--- src/rtl/riscv_dbg_pkg.sv ---
// Shared definitions for the RV_CPU out-port monitor and its consumers.
// The event record layout lives here so every decoder reads the same fields.
package riscv_dbg_pkg;

    localparam int unsigned OUT_WIDTH     = 10;
    localparam int unsigned EVT_TS_WIDTH  = 16;
    localparam int unsigned FIFO_DEPTH    = 8;
    localparam int unsigned OVF_CNT_WIDTH = 8;

    localparam int unsigned EVT_DATA_LSB = 0;
    localparam int unsigned EVT_TS_LSB   = OUT_WIDTH;
    localparam int unsigned EVT_WIDTH    = EVT_TS_WIDTH + OUT_WIDTH;

    // Event record as stored in the FIFO: timestamp in the upper bits
    typedef struct packed {
        logic [EVT_TS_WIDTH-1:0] ts;
        logic [OUT_WIDTH-1:0]    data;
    } out_evt_t;

endpackage

--- src/rtl/riscv_out_monitor_if.sv ---
// Valid/ready event stream from the monitor to its consumer.
interface riscv_out_monitor_if
    import riscv_dbg_pkg::*;
#(
    parameter int unsigned WIDTH    = OUT_WIDTH,
    parameter int unsigned TS_WIDTH = EVT_TS_WIDTH
) ();

    logic                m_valid;
    logic                m_ready;
    logic [WIDTH-1:0]    m_data;
    logic [TS_WIDTH-1:0] m_ts;

    modport master (output m_valid, output m_data, output m_ts, input  m_ready);
    modport slave  (input  m_valid, input  m_data, input  m_ts, output m_ready);

endinterface

--- src/rtl/riscv_out_monitor_sync_fifo.sv ---
// Show-ahead synchronous FIFO with occupancy output and synchronous flush.
module sync_fifo #(
    parameter int unsigned WIDTH = 26,
    parameter int unsigned DEPTH = 8
) (
    input  logic                     clk,
    input  logic                     rst_n,
    input  logic                     clear_i,
    input  logic                     push_i,
    input  logic [WIDTH-1:0]         wdata_i,
    input  logic                     pop_i,
    output logic [WIDTH-1:0]         rdata_o,
    output logic                     valid_o,
    output logic                     full_o,
    output logic [$clog2(DEPTH):0]   level_o
);

    localparam int unsigned PW = $clog2(DEPTH);

    logic [WIDTH-1:0] mem_q [DEPTH];
    logic [PW:0]      wr_cnt_q, wr_cnt_d;
    logic [PW:0]      rd_cnt_q, rd_cnt_d;
    logic             do_push_c, do_pop_c;

    // Counters carry one extra bit so full and empty stay distinguishable
    assign level_o = wr_cnt_q - rd_cnt_q;
    assign valid_o = (level_o != '0);
    assign full_o  = (level_o == (PW+1)'(DEPTH));
    assign rdata_o = mem_q[rd_cnt_q[PW-1:0]];

    always_comb begin
        do_pop_c  = pop_i & valid_o & ~clear_i;
        do_push_c = push_i & ~clear_i & (~full_o | do_pop_c);
        wr_cnt_d  = wr_cnt_q;
        rd_cnt_d  = rd_cnt_q;
        if (clear_i) begin
            wr_cnt_d = '0;
            rd_cnt_d = '0;
        end else begin
            if (do_push_c) wr_cnt_d = wr_cnt_q + (PW+1)'(1);
            if (do_pop_c)  rd_cnt_d = rd_cnt_q + (PW+1)'(1);
        end
    end

    always_ff @(posedge clk or negedge rst_n) begin
        if (!rst_n) begin
            wr_cnt_q <= '0;
            rd_cnt_q <= '0;
        end else begin
            wr_cnt_q <= wr_cnt_d;
            rd_cnt_q <= rd_cnt_d;
        end
    end

    always_ff @(posedge clk or negedge rst_n) begin
        if (!rst_n) begin
            for (int i = 0; i < int'(DEPTH); i++) mem_q[i] <= '0;
        end else if (do_push_c) begin
            mem_q[wr_cnt_q[PW-1:0]] <= wdata_i;
        end
    end

endmodule

--- src/rtl/riscv_out_monitor.sv ---
// Timestamps every change of the RV_CPU out port, buffers the events and
// streams them out, counting events lost to a full buffer.
module riscv_out_monitor
    import riscv_dbg_pkg::*;
#(
    parameter int unsigned WIDTH     = OUT_WIDTH,
    parameter int unsigned DEPTH     = FIFO_DEPTH,
    parameter int unsigned TS_WIDTH  = EVT_TS_WIDTH,
    parameter int unsigned OVF_WIDTH = OVF_CNT_WIDTH
) (
    input  logic                     clk,
    input  logic                     reset,
    input  logic                     enable,
    input  logic                     clear,
    input  logic [WIDTH-1:0]         cpu_out,
    riscv_out_monitor_if.master      m_if,
    output logic [$clog2(DEPTH):0]   level,
    output logic                     ovf_flag,
    output logic [OVF_WIDTH-1:0]     ovf_count
);

    localparam int unsigned EW = TS_WIDTH + WIDTH;

    logic [TS_WIDTH-1:0]  ts_q, ts_d;
    logic [WIDTH-1:0]     prev_q;
    logic                 primed_q;
    logic [OVF_WIDTH-1:0] ovf_count_q, ovf_count_d;
    logic                 ovf_flag_q, ovf_flag_d;
    logic                 evt_c, pop_c, push_c, drop_c, full_c;
    logic [EW-1:0]        rec_c, head_c;

    // Records carry the count of the capturing edge: first edge after reset is 1
    always_comb begin
        ts_d        = ts_q + TS_WIDTH'(1);
        evt_c       = enable & (~primed_q | (cpu_out != prev_q));
        pop_c       = m_if.m_valid & m_if.m_ready;
        push_c      = evt_c & ~clear & (~full_c | pop_c);
        drop_c      = evt_c & ~clear & full_c & ~pop_c;
        rec_c       = {ts_d, cpu_out};
        ovf_count_d = ovf_count_q;
        ovf_flag_d  = ovf_flag_q;
        if (clear) begin
            ovf_count_d = '0;
            ovf_flag_d  = 1'b0;
        end else if (drop_c) begin
            ovf_flag_d = 1'b1;
            if (ovf_count_q != '1) ovf_count_d = ovf_count_q + OVF_WIDTH'(1);
        end
    end

    always_ff @(posedge clk or negedge reset) begin
        if (!reset) begin
            ts_q        <= '0;
            prev_q      <= '0;
            primed_q    <= 1'b0;
            ovf_count_q <= '0;
            ovf_flag_q  <= 1'b0;
        end else begin
            ts_q        <= ts_d;
            prev_q      <= cpu_out;
            primed_q    <= 1'b1;
            ovf_count_q <= ovf_count_d;
            ovf_flag_q  <= ovf_flag_d;
        end
    end

    sync_fifo #(
        .WIDTH (EW),
        .DEPTH (DEPTH)
    ) u_fifo (
        .clk     (clk),
        .rst_n   (reset),
        .clear_i (clear),
        .push_i  (push_c),
        .wdata_i (rec_c),
        .pop_i   (pop_c),
        .rdata_o (head_c),
        .valid_o (m_if.m_valid),
        .full_o  (full_c),
        .level_o (level)
    );

    assign m_if.m_ts   = head_c[EW-1:WIDTH];
    assign m_if.m_data = head_c[WIDTH-1:0];
    assign ovf_flag    = ovf_flag_q;
    assign ovf_count   = ovf_count_q;

endmodule

--- src/flat_wrapper.sv ---
// flat-port wrapper written by rule: the top's interface ports become plain ports
module riscv_out_monitor_flat import riscv_dbg_pkg::*;
#(
    parameter int unsigned WIDTH     = OUT_WIDTH,
    parameter int unsigned DEPTH     = FIFO_DEPTH,
    parameter int unsigned TS_WIDTH  = EVT_TS_WIDTH,
    parameter int unsigned OVF_WIDTH = OVF_CNT_WIDTH
)
  (clk, reset, enable, clear, cpu_out, level, ovf_flag, ovf_count, m_if_m_valid, m_if_m_data, m_if_m_ts, m_if_m_ready);
  riscv_out_monitor_if #(.WIDTH(WIDTH), .TS_WIDTH(TS_WIDTH)) m_if_i ();
  input  logic clk;
  input  logic reset;
  input  logic enable;
  input  logic clear;
  input  logic [WIDTH-1:0] cpu_out;
  output logic [$clog2(DEPTH):0] level;
  output logic ovf_flag;
  output logic [OVF_WIDTH-1:0] ovf_count;
  output wire logic [$bits(m_if_i.m_valid)-1:0] m_if_m_valid;
  output wire logic [$bits(m_if_i.m_data)-1:0] m_if_m_data;
  output wire logic [$bits(m_if_i.m_ts)-1:0] m_if_m_ts;
  input wire logic [$bits(m_if_i.m_ready)-1:0] m_if_m_ready;
  assign m_if_m_valid = m_if_i.m_valid;
  assign m_if_m_data = m_if_i.m_data;
  assign m_if_m_ts = m_if_i.m_ts;
  assign m_if_i.m_ready = m_if_m_ready;
  riscv_out_monitor #(.WIDTH(WIDTH), .DEPTH(DEPTH), .TS_WIDTH(TS_WIDTH), .OVF_WIDTH(OVF_WIDTH)) u_core (.clk(clk), .reset(reset), .enable(enable), .clear(clear), .cpu_out(cpu_out), .m_if(m_if_i), .level(level), .ovf_flag(ovf_flag), .ovf_count(ovf_count));
endmodule
--- config.mk ---
export PLATFORM = sky130hd
export DESIGN_NAME = riscv_out_monitor_flat
export DESIGN_NICKNAME = d
export VERILOG_FILES = /design/src/rtl/riscv_dbg_pkg.sv /design/src/rtl/riscv_out_monitor_if.sv /design/src/rtl/riscv_out_monitor_sync_fifo.sv /design/src/rtl/riscv_out_monitor.sv /design/src/flat_wrapper.sv
export SDC_FILE = /design/constraint.sdc
export NUM_CORES = 1
export LEC_CHECK = 0
export BUFFER_PORTS_ARGS = -buffer_cell sky130_fd_sc_hd__buf_2
export CORE_MARGIN = 4
export CORE_UTILIZATION = 45
export DETAILED_ROUTE_END_ITERATION = 12
export PLACE_DENSITY = 0.62
export SETUP_SLACK_MARGIN = 0.02
export SLEW_MARGIN = 20
export SYNTH_ARGS = -nofsm -noshare
export SYNTH_HDL_FRONTEND = slang
export SYNTH_SLANG_ARGS = --single-unit
--- constraint.sdc ---
create_clock -name clk -period 3.4 [get_ports clk]
set_input_delay 0.34 -clock clk [delete_from_list [all_inputs] [get_ports clk]]
set_output_delay 0.34 -clock clk [all_outputs]
set_load 0.1 [all_outputs]
==> After elaboration in Yosys (flattened, before gate mapping) <==
Index checks and enable logic that the tools add are counted.
{ "totals": {"regBits": 252, "latch_bits": 0, "ram_bits": 0, "mem_bits_ro": 0, "inputBits": 15, "out_inout_bits": 40, "elab_cells": 67, "memories": 0} }
{ "classes": {"addsub": 5, "mul": 0, "div_mod_pow": 0, "magnitude_cmp": 3, "eq_ne": 3, "shift": 0, "muxes": 15, "n_bitwise": 19, "reduce_logical": 7} }
{ "op_table": {"columns": ["op", "count"], "rows": [
  ["$bwmux 208", 1],
  ["$bmux 26 s3", 1],
  ["$demux 26 s3", 1],
  ["$mux 26", 3],
  ["$mux 8", 3],
  ["$add 16x1->16 const B", 1],
  ["$mux 4", 4],
  ["$and 1x1->1", 10],
  ["$ne 10x10->1", 1],
  ["$add 4x1->4 const B", 2],
  ["$add 8x1->8 const B", 1],
  ["$ge 4x4->1 const B", 2],
  ["$ne 8x8->1 const B", 1],
  ["$not 3->4", 2],
  ["$reduce_bool 2->1", 4],
  ["$eq 4x4->1 const B", 1],
  ["$lt 4x1->1 const B", 1],
  ["$not 1->1", 4],
  ["$reduce_bool 4->1", 1],
  ["$sub 4x4->4", 1],
  ["$or 1x1->1", 3],
  ["$mux 1", 2],
  ["$reduce_and 2->1", 1],
  ["$logic_and 1x1->1", 1]
]} }

==> Depth between registers and ports, before layout <==
Gate-level depths: netlist of run 1.
{ "depth": {"ltp_word": 9, "depth_mapped": 13, "ltp_nobuf": 9} }

==> Cells and area by module <==
From an unflattened synthesis of run 1, not the netlist that was laid out.
{ "unflattened": {"cells_unflattened": 785, "area_unflattened_um2": 11616.1} }
{ "modules_own_cells": {"columns": ["module", "n_inst", "cells_per_inst", "area_each_um2", "seq_area_each_um2"], "rows": [
  ["sync_fifo", 1, 652, 10034.6, 5405.2],
  ["riscv_out_monitor", 1, 133, 1581.5, 900.9]
]} }

==> Worst setup path after synthesis of run 1 <==
No wires, ideal clock.
{ "synth_timing": {"path_kind": "register to register", "start": "reg u_core.u_fifo.rd_cnt_q[1]", "end": "reg u_core.u_fifo.mem_q[10] (netlist bit)", "setup_ps": 125, "arrival_ps": 4571, "t_required_ps": 3275, "slack_ps": -1296, "stages_incl_launch_ff": 13, "n_path_buf": 5, "period_less_slack_ps": 4696, "path_cell_list": "dfrtp_1 > clkbuf_1 > buf_1 > inv_1 > fa_1 > xor2_1 > nor4_1 > and3_1 > buf_6 > or4_1 > buf_6 > buf_8 > mux2_4"} }
{ "synth_between": {"elab_chain_len": 7, "elab_cells_between_ends": 12, "cone_classes": "add/sub (1); eq/ne (1); bitwise (9); reduce/logical (1)"} }
{ "synth_rtl": {"columns": ["element", "line", "rtl"], "rows": [
  ["from (decl)", "riscv_out_monitor_sync_fifo.sv:22", "logic [PW:0] rd_cnt_q, rd_cnt_d;"],
  ["from (signal assigned)", "riscv_out_monitor_sync_fifo.sv:51", "rd_cnt_q <= rd_cnt_d;"],
  ["$sub 4x4->4 (*)", "riscv_out_monitor_sync_fifo.sv:26", "assign level_o = wr_cnt_q - rd_cnt_q;"],
  ["net level[2]", "flat_wrapper.sv:16", "output logic [$clog2(DEPTH):0] level;"],
  ["$reduce_bool 4->1 or $eq 4x4->1 (tied branches)", "riscv_out_monitor_sync_fifo.sv:27, riscv_out_monitor_sync_fifo.sv:28", null],
  ["$and 1x1->1 or $not 1->1 (tied branches)", "riscv_out_monitor.sv:36, riscv_out_monitor_sync_fifo.sv:33, riscv_out_monitor.sv:37", null],
  ["$or 1x1->1 or $and 1x1->1 (tied branches)", "riscv_out_monitor.sv:37, riscv_out_monitor_sync_fifo.sv:32", null],
  ["$and 1x1->1 (on tied branches)", "riscv_out_monitor.sv:37, riscv_out_monitor_sync_fifo.sv:32", null],
  ["$and 1x1->1 or $or 1x1->1 (tied branches)", "riscv_out_monitor_sync_fifo.sv:33", "do_push_c = push_i & ~clear_i & (~full_o | do_pop_c);"],
  ["$and 1x1->1 (*)", "riscv_out_monitor_sync_fifo.sv:33", null],
  ["to (signal, indexed assignment)", "riscv_out_monitor_sync_fifo.sv:59", "mem_q[wr_cnt_q[PW-1:0]] <= wdata_i;"],
  ["to (decl)", "riscv_out_monitor_sync_fifo.sv:20", "logic [WIDTH-1:0] mem_q [DEPTH];"]
]} }
The timed path passes the listed nets; every way through them passes the cells marked *.
A chain may end at the register's enable or synchronous reset.

==> Worst setup path after layout of run 1 <==
{ "layout_timing": {"start": "reg u_core.u_fifo.wr_cnt_q[0]", "end": "out m_if_m_valid"} }
{ "layout_between": {"elab_chain_len": 2} }
{ "layout_rtl": {"columns": ["element", "line", "rtl"], "rows": [
  ["from (decl)", "riscv_out_monitor_sync_fifo.sv:21", "logic [PW:0] wr_cnt_q, wr_cnt_d;"],
  ["from (signal assigned)", "riscv_out_monitor_sync_fifo.sv:50", "wr_cnt_q <= wr_cnt_d;"],
  ["$sub 4x4->4", "riscv_out_monitor_sync_fifo.sv:26", null],
  ["$reduce_bool 4->1", "riscv_out_monitor_sync_fifo.sv:27", "assign valid_o = (level_o != '0);"],
  ["to (decl)", "flat_wrapper.sv:19", "output wire logic [$bits(m_if_i.m_valid)-1:0] m_if_m_valid;"]
]} }
No other way between the ends.

==> qor.yml, run 1 <==
status: "complete, no violations"
worst_slew_margin_rel: 0.407
initialDrtViolationCount: 365
tritoncts.num_buffers: 27
initial_antenna_violation_count: 0
whs_path_depth: 1
cts_hold_buffers: 1
io_pins: 55
coreArea_um2: 25400
synth_simple_gate_area_share: 0.0648
clockRootBuffer: "sky130_fd_sc_hd__clkbuf_16"
globalRouteOverflowTotal: 0
synth_top_family_by_area: "multiplexers"
clockBufferDepth: 3
worstPathMaxFanout: 9
fraction_of_the_mapped_netlist_area_in_compound_gates: 0.0108
number_of_global_route_vias_before_repair: 7481
timing.reg2reg.setup_slack_ns: 0.30
ir_drop_uv: 859
clk-insertion-delay-late_ns: 0.54
setup_bufs_post_cts: 0
crit_path_end_kind: "output port"
yosys.area_share.adder: 0.00918
grt_util_all_layers: 0.183
final_period_util: 0.956
worst_slack_ns: 0.149
hold_class: "in2reg"
port_buffers: 54
portion_of_the_post_synthesis_area_used_by_sequential_elements: 0.538
ant_nets: 0
post-place-ws_ns: 0.346
capture_instance_of_the_worst_register_to_register_path: "u_core.u_fifo.mem_q[148]"
routed_wl_um: 25300
timing_hold_violations_final: 0
fraction_of_synthesized_cell_area_in_xor_and_xnor_cells: 0.0209
drc: 0
max_clock_freq_mhz: 308
drv_cap: 0
cp_data_required_time_ns: 3.06
arrival_time_of_data_at_the_critical_path_endpoint_ns: 2.91
rsz0062_at_grt: "false"
worstHoldStart: "cpu_out[9]"
synthArstFlopShare: 1.00
synthesized_net_count: 822
post_route_cells_drive_above_1_share: 0.462
mostFrequentLayoutCell: "sky130_fd_sc_hd__dfrtp_1"
synth_area_per_cell_um2: 14.7
fin_setup_tns_ns: 0
number_of_slew_limit_violations_in_the_final_report: 0
worst_setup_path_start_kind: "flop"
layoutNonFillerInstCount: 1198
iteration_count_of_the_initial_detailed_routing_pass: 4
area.growth.synth_to_final_pct: 14.4
die-height_um: 169
cts.repair.resized: 0
power_density_nw_per_um2: 750
tritoncts_num_sinks: 252
cts_max_level: 1
r2r.worst_path.cells: 10
synthesis_warnings: 0
commonest_cells_after_routing_fill_and_taps_aside: "sky130_fd_sc_hd__dfrtp_1, sky130_fd_sc_hd__mux2_2, sky130_fd_sc_hd__nand2_1, sky130_fd_sc_hd__mux2_4"
final_nets: 870
synth_edf_count: 0
post-dp-hpwl_um: 15200
cell_rows: 58
critical_path_class: "reg2out"
postSynthCellCount: 799
worstHoldEndpoint: "u_core.prev_q[9]"
total_leakage_power_nw: 6.52
num_vias: 6742
vias_per_cell: 5.63
syn_area_um2: 11700
worst_setup_hold_path_clk_slew_ns: 0.06
placed_cells_incl_taps: 1147
gpl.final_weighted_congestion: 0.795
final_core_utilization: 0.528
die_area_um2: 28700
top_flip_flop_cell_by_instance_count_after_synthesis: "sky130_fd_sc_hd__dfrtp_1"
grt_max_degree: 102
yosys_register_bits: 252
min_period_ns: 3.25
routedWlPerCell_um: 21.2
worstReg2RegStart: "u_core.u_fifo.wr_cnt_q[0]"
synth.lib_cells_used.distinct: 42
finalSetupViolCount: 0
antennaDiodeCount: 0
tightest_slew_ns: 0.889
global_route_wire_length_before_repair_um: 42100
start_util: 0.461
die_w_um: 169
skew_ns: 0.0159
cts_tree: "yes"
share_of_cell_area_taken_by_muxes_after_synthesis: 0.327
[registers in the layout, summed over array words and instances (netlist names)]
| register | flops |
|---|---|
| u_core.u_fifo.rd_cnt_q | 4 |
| u_core.u_fifo.mem_q | 208 |
| u_core.ovf_flag | 1 |
| u_core.ovf_count | 8 |
| u_core.ts_q | 16 |
| u_core.prev_q | 10 |
| u_core.u_fifo.wr_cnt_q | 4 |
| u_core.primed_q | 1 |
[report_power, final]
part           switching [W]  leakage [nW]  internal [W]
sequential          0.000184          3.37       0.00335
combinational        0.00230          2.64      0.000964
clock                0.00119         0.505       0.00208
total                0.00367          6.52       0.00639
[worst max-delay path: stages (launching register included)]
cell and delay [ns]:
sky130_fd_sc_hd__dfrtp_1 0.56, sky130_fd_sc_hd__inv_6 0.07, sky130_fd_sc_hd__ha_4 0.17, sky130_fd_sc_hd__inv_2 0.06, sky130_fd_sc_hd__fa_2 0.47, sky130_fd_sc_hd__or3_1 0.41, sky130_fd_sc_hd__or3_1 0.34, sky130_fd_sc_hd__buf_2 0.30
[kinds of logic after synthesis]
family	after synthesis
xor+xnor	28
fa+ha+maj	8
flops	252
compound gates	19
mux	269
buf+inv	63
simple gates	159
other cells	1
[metal layers]
metal	wire [um]	vias up	track usage
met5	0	-	0
met4	590	0	0.0452
met3	904	45	0.0259
met2	12300	120	0.306
met1	11500	3587	0.255
li1	-	2990	-
[worst max-delay path by stage]
stage / cells past startpoint / from / to
floorplan: 13 / u_core.u_fifo.wr_cnt_q[0] / u_core.u_fifo.mem_q[10]
global route: 7 / u_core.u_fifo.wr_cnt_q[0] / m_if_m_valid
detailed placement: 10 / u_core.u_fifo.wr_cnt_q[0] / u_core.u_fifo.mem_q[140]
global placement: 10 / u_core.u_fifo.wr_cnt_q[0] / u_core.u_fifo.mem_q[193]
finish: 7 / u_core.u_fifo.wr_cnt_q[0] / m_if_m_valid
CTS: 7 / u_core.u_fifo.wr_cnt_q[0] / m_if_m_valid
[Yosys cell counts (all sizes together), types with 3 or more instances]
| cell | number | share of area |
|---|---|---|
| a21oi | 6 | 0.0026 |
| and3 | 5 | 0.0027 |
| and4 | 4 | 0.0030 |
| buf | 34 | 0.020 |
| clkbuf | 22 | 0.0072 |
| dfrtp | 252 | 0.54 |
| ha | 7 | 0.0075 |
| inv | 6 | 0.0019 |
| mux2 | 213 | 0.22 |
| mux2i | 4 | 0.0034 |
| mux4 | 52 | 0.10 |
| nand2 | 86 | 0.028 |
| nand3 | 14 | 0.0060 |
| nand4 | 15 | 0.0080 |
| nor2 | 9 | 0.0029 |
| nor2b | 6 | 0.0032 |
| nor4 | 6 | 0.0032 |
| o21ai | 3 | 0.0013 |
| o31ai | 4 | 0.0026 |
| or3 | 4 | 0.0021 |
| or4 | 4 | 0.0026 |
| xnor2 | 24 | 0.018 |
| xor2 | 4 | 0.0030 |
[area by class of cell]
cell class / instances / area [um2]
well taps: 330 / 413
inverters: 7 / 31.3
repair buffers: 75 / 505
clock buffers: 37 / 793
flip-flops and latches: 252 / 6310
clock inverters: 13 / 219
fillers: 2085 / 12000
multi-input cells: 484 / 5140
[metrics by stage]
stage          instance area (um2)  hold WS, ns  power (W)
3_5_place_dp                 12400        0.433    0.00689
5_1_grt                      13400       0.0173     0.0105
3_3_place_gp                 12400        0.414    0.00681
6_report                     13400       0.0245     0.0101
4_1_cts                      13400      0.00498     0.0102
2_1_floorplan                11800       0.0444    0.00620
No activity file was read; power rests on OpenSTA's default activity.
==> inputs of run 2 (changes only) <==
--- a/config.mk
+++ b/config.mk
@@ -9,6 +9,8 @@
 export CORE_MARGIN = 4
 export CORE_UTILIZATION = 45
 export DETAILED_ROUTE_END_ITERATION = 12
+export HOLD_SLACK_MARGIN = 0.05
+export MAX_ROUTING_LAYER = met4
 export PLACE_DENSITY = 0.62
 export SETUP_SLACK_MARGIN = 0.02
 export SLEW_MARGIN = 20
==> qor.yml, run 2 (same netlist as run 1, synthesis figures left out) <==
status: "complete, no violations"
routed_wl_um: 25500
worst_setup_path_start_kind: "flop"
min_period_ns: 3.26
timing.critical_path.slowest_stage_cell: "sky130_fd_sc_hd__dfrtp_1"
fin_area_um2: 13500
die_w_um: 169
port_buffers: 54
tightest_slew_ns: 0.886
final_period_util: 0.957
number_of_slew_limit_violations_in_the_final_report: 0
area.growth.synth_to_final_pct: 15.3
total_leakage_power_nw: 6.56
global_route_wire_length_before_repair_um: 42300
crit_path_start: "u_core.u_fifo.wr_cnt_q[0]"
tritoncts_num_sinks: 252
timing_hold_violations_final: 0
mostFrequentLayoutCell: "sky130_fd_sc_hd__dfrtp_1"
timing.reg2reg.setup_slack_ns: 0.30
worstPathMaxFanout: 9
fin_setup_tns_ns: 0
number_of_global_route_vias_before_repair: 7527
largest_register: "u_core.u_fifo.mem_q"
clockBufferDepth: 3
list_of_cells_traversed_by_the_critical_path: "inv_6 -> ha_4 -> inv_2 -> fa_2 -> or3_1 -> or3_1 -> buf_2"
initial_antenna_violation_count: 0
num_vias: 6772
cp_most_frequent_cell: "sky130_fd_sc_hd__or3_1"
final_core_utilization: 0.532
worst_setup_hold_path_clk_slew_ns: 0.06
cts_max_level: 1
coreArea_um2: 25400
post-dp-hpwl_um: 15200
ir_drop_uv: 858
finalSetupViolCount: 0
drc: 0
largest_register_ffs: 208
post_route_cells_drive_above_1_share: 0.457
ant_nets: 0
cts_tree: "yes"
layoutNonFillerInstCount: 1208
cp_data_required_time_ns: 3.06
hold_class: "in2reg"
finalHoldWorstSlack_ns: 0.191
clk-insertion-delay-late_ns: 0.53
final_nets: 880
crit_path_end_kind: "output port"
worstReg2RegStart: "u_core.u_fifo.wr_cnt_q[0]"
vias_per_cell: 5.61
initialDrtViolationCount: 386
skew_ns: 0.0159
drv_cap: 0
grt_util_all_layers: 0.189
critical_path_class: "reg2out"
max_clock_freq_mhz: 307
rsz0062_at_grt: "false"
placed_cells_incl_taps: 1147
tritoncts.num_buffers: 27
io_pins: 55
largest_registers: "u_core.u_fifo.mem_q x208, u_core.ts_q x16, u_core.prev_q x10"
die-height_um: 169
power_density_nw_per_um2: 745
start_util: 0.461
iteration_count_of_the_initial_detailed_routing_pass: 4
clockRootBuffer: "sky130_fd_sc_hd__clkbuf_16"
worst_slew_margin_rel: 0.409
grt_max_degree: 102
antennaDiodeCount: 0
cell_rows: 58
globalRouteOverflowTotal: 0
post_dp_cell_area_um2: 12400
worstHoldStart: "clear"
gpl.final_weighted_congestion: 0.806
setup_bufs_post_cts: 0
arrival_time_of_data_at_the_critical_path_endpoint_ns: 2.92
routedWlPerCell_um: 21.1
max_stage_delay_ns: 0.56
die_area_um2: 28700
commonest_cells_after_routing_fill_and_taps_aside: "sky130_fd_sc_hd__dfrtp_1, sky130_fd_sc_hd__mux2_2, sky130_fd_sc_hd__nand2_1, sky130_fd_sc_hd__mux2_4"
run 2: changes by cell type in the layout (fill, tap and decap cells not counted), sizes merged:
cell	delta
dlygate4sd3	+10
run 2: timing repair:
item | in CTS | in global routing
hold buffers | 11 | 0
gates resized for setup | 0 | 0
hold endpoints to repair | 109 | 0
run 2: where the power goes:
| part | switching, W | internal [W] |
|---|---|---|
| clock | 0.00119 | 0.00208 |
| sequential | 0.000184 | 0.00335 |
| combinational | 0.00229 | 0.000972 |
run 2: worst paths after layout:
check                                                 end  cells after the start
worst max-delay path                         m_if_m_valid                      7
worst min-delay path            u_core.u_fifo.rd_cnt_q[1]                      2
worst max register to register   u_core.u_fifo.mem_q[148]                     10
worst min register to register   u_core.u_fifo.mem_q[145]                      1
max in group asynchronous                  u_core.ts_q[1]                      3
min in group asynchronous             u_core.ovf_count[2]                      2
run 2: cell type report:
| class | count | area (um2) |
|---|---|---|
| clock inverters | 13 | 219 |
| repair buffers | 85 | 606 |
| inverters | 7 | 31.3 |
| well taps | 330 | 413 |
| multi-input cells | 484 | 5140 |
| flip-flops and latches | 252 | 6310 |
| fillers | 2072 | 11900 |
| clock buffers | 37 | 793 |
run 2: critical path, delay by kind of cell, from the launching register on:
family,cells,cell delay [ns]
AND/OR/NAND/NOR,2,0.75
adder cells (fa/ha/maj),2,0.64
flip-flops,1,0.56
buffers and inverters,3,0.43
run 2: metal layers:
metal	GRT usage	up-vias	routed length (um)
li1	-	3013	-
met1	0.256	3599	11700
met2	0.308	111	12400
met3	0.0252	49	829
met4	0.0452	0	581
met5	-	-	0
run 2: per-stage QoR:
| step | setup WS, ns | power, W |
|---|---|---|
| after detailed placement | 0.346 | 0.00689 |
| final | 0.145 | 0.0101 |
| after global routing | 0.0419 | 0.0105 |
| after floorplan | 0.0240 | 0.00620 |
| after global placement | 0.485 | 0.00681 |
| after CTS | 0.117 | 0.0102 |
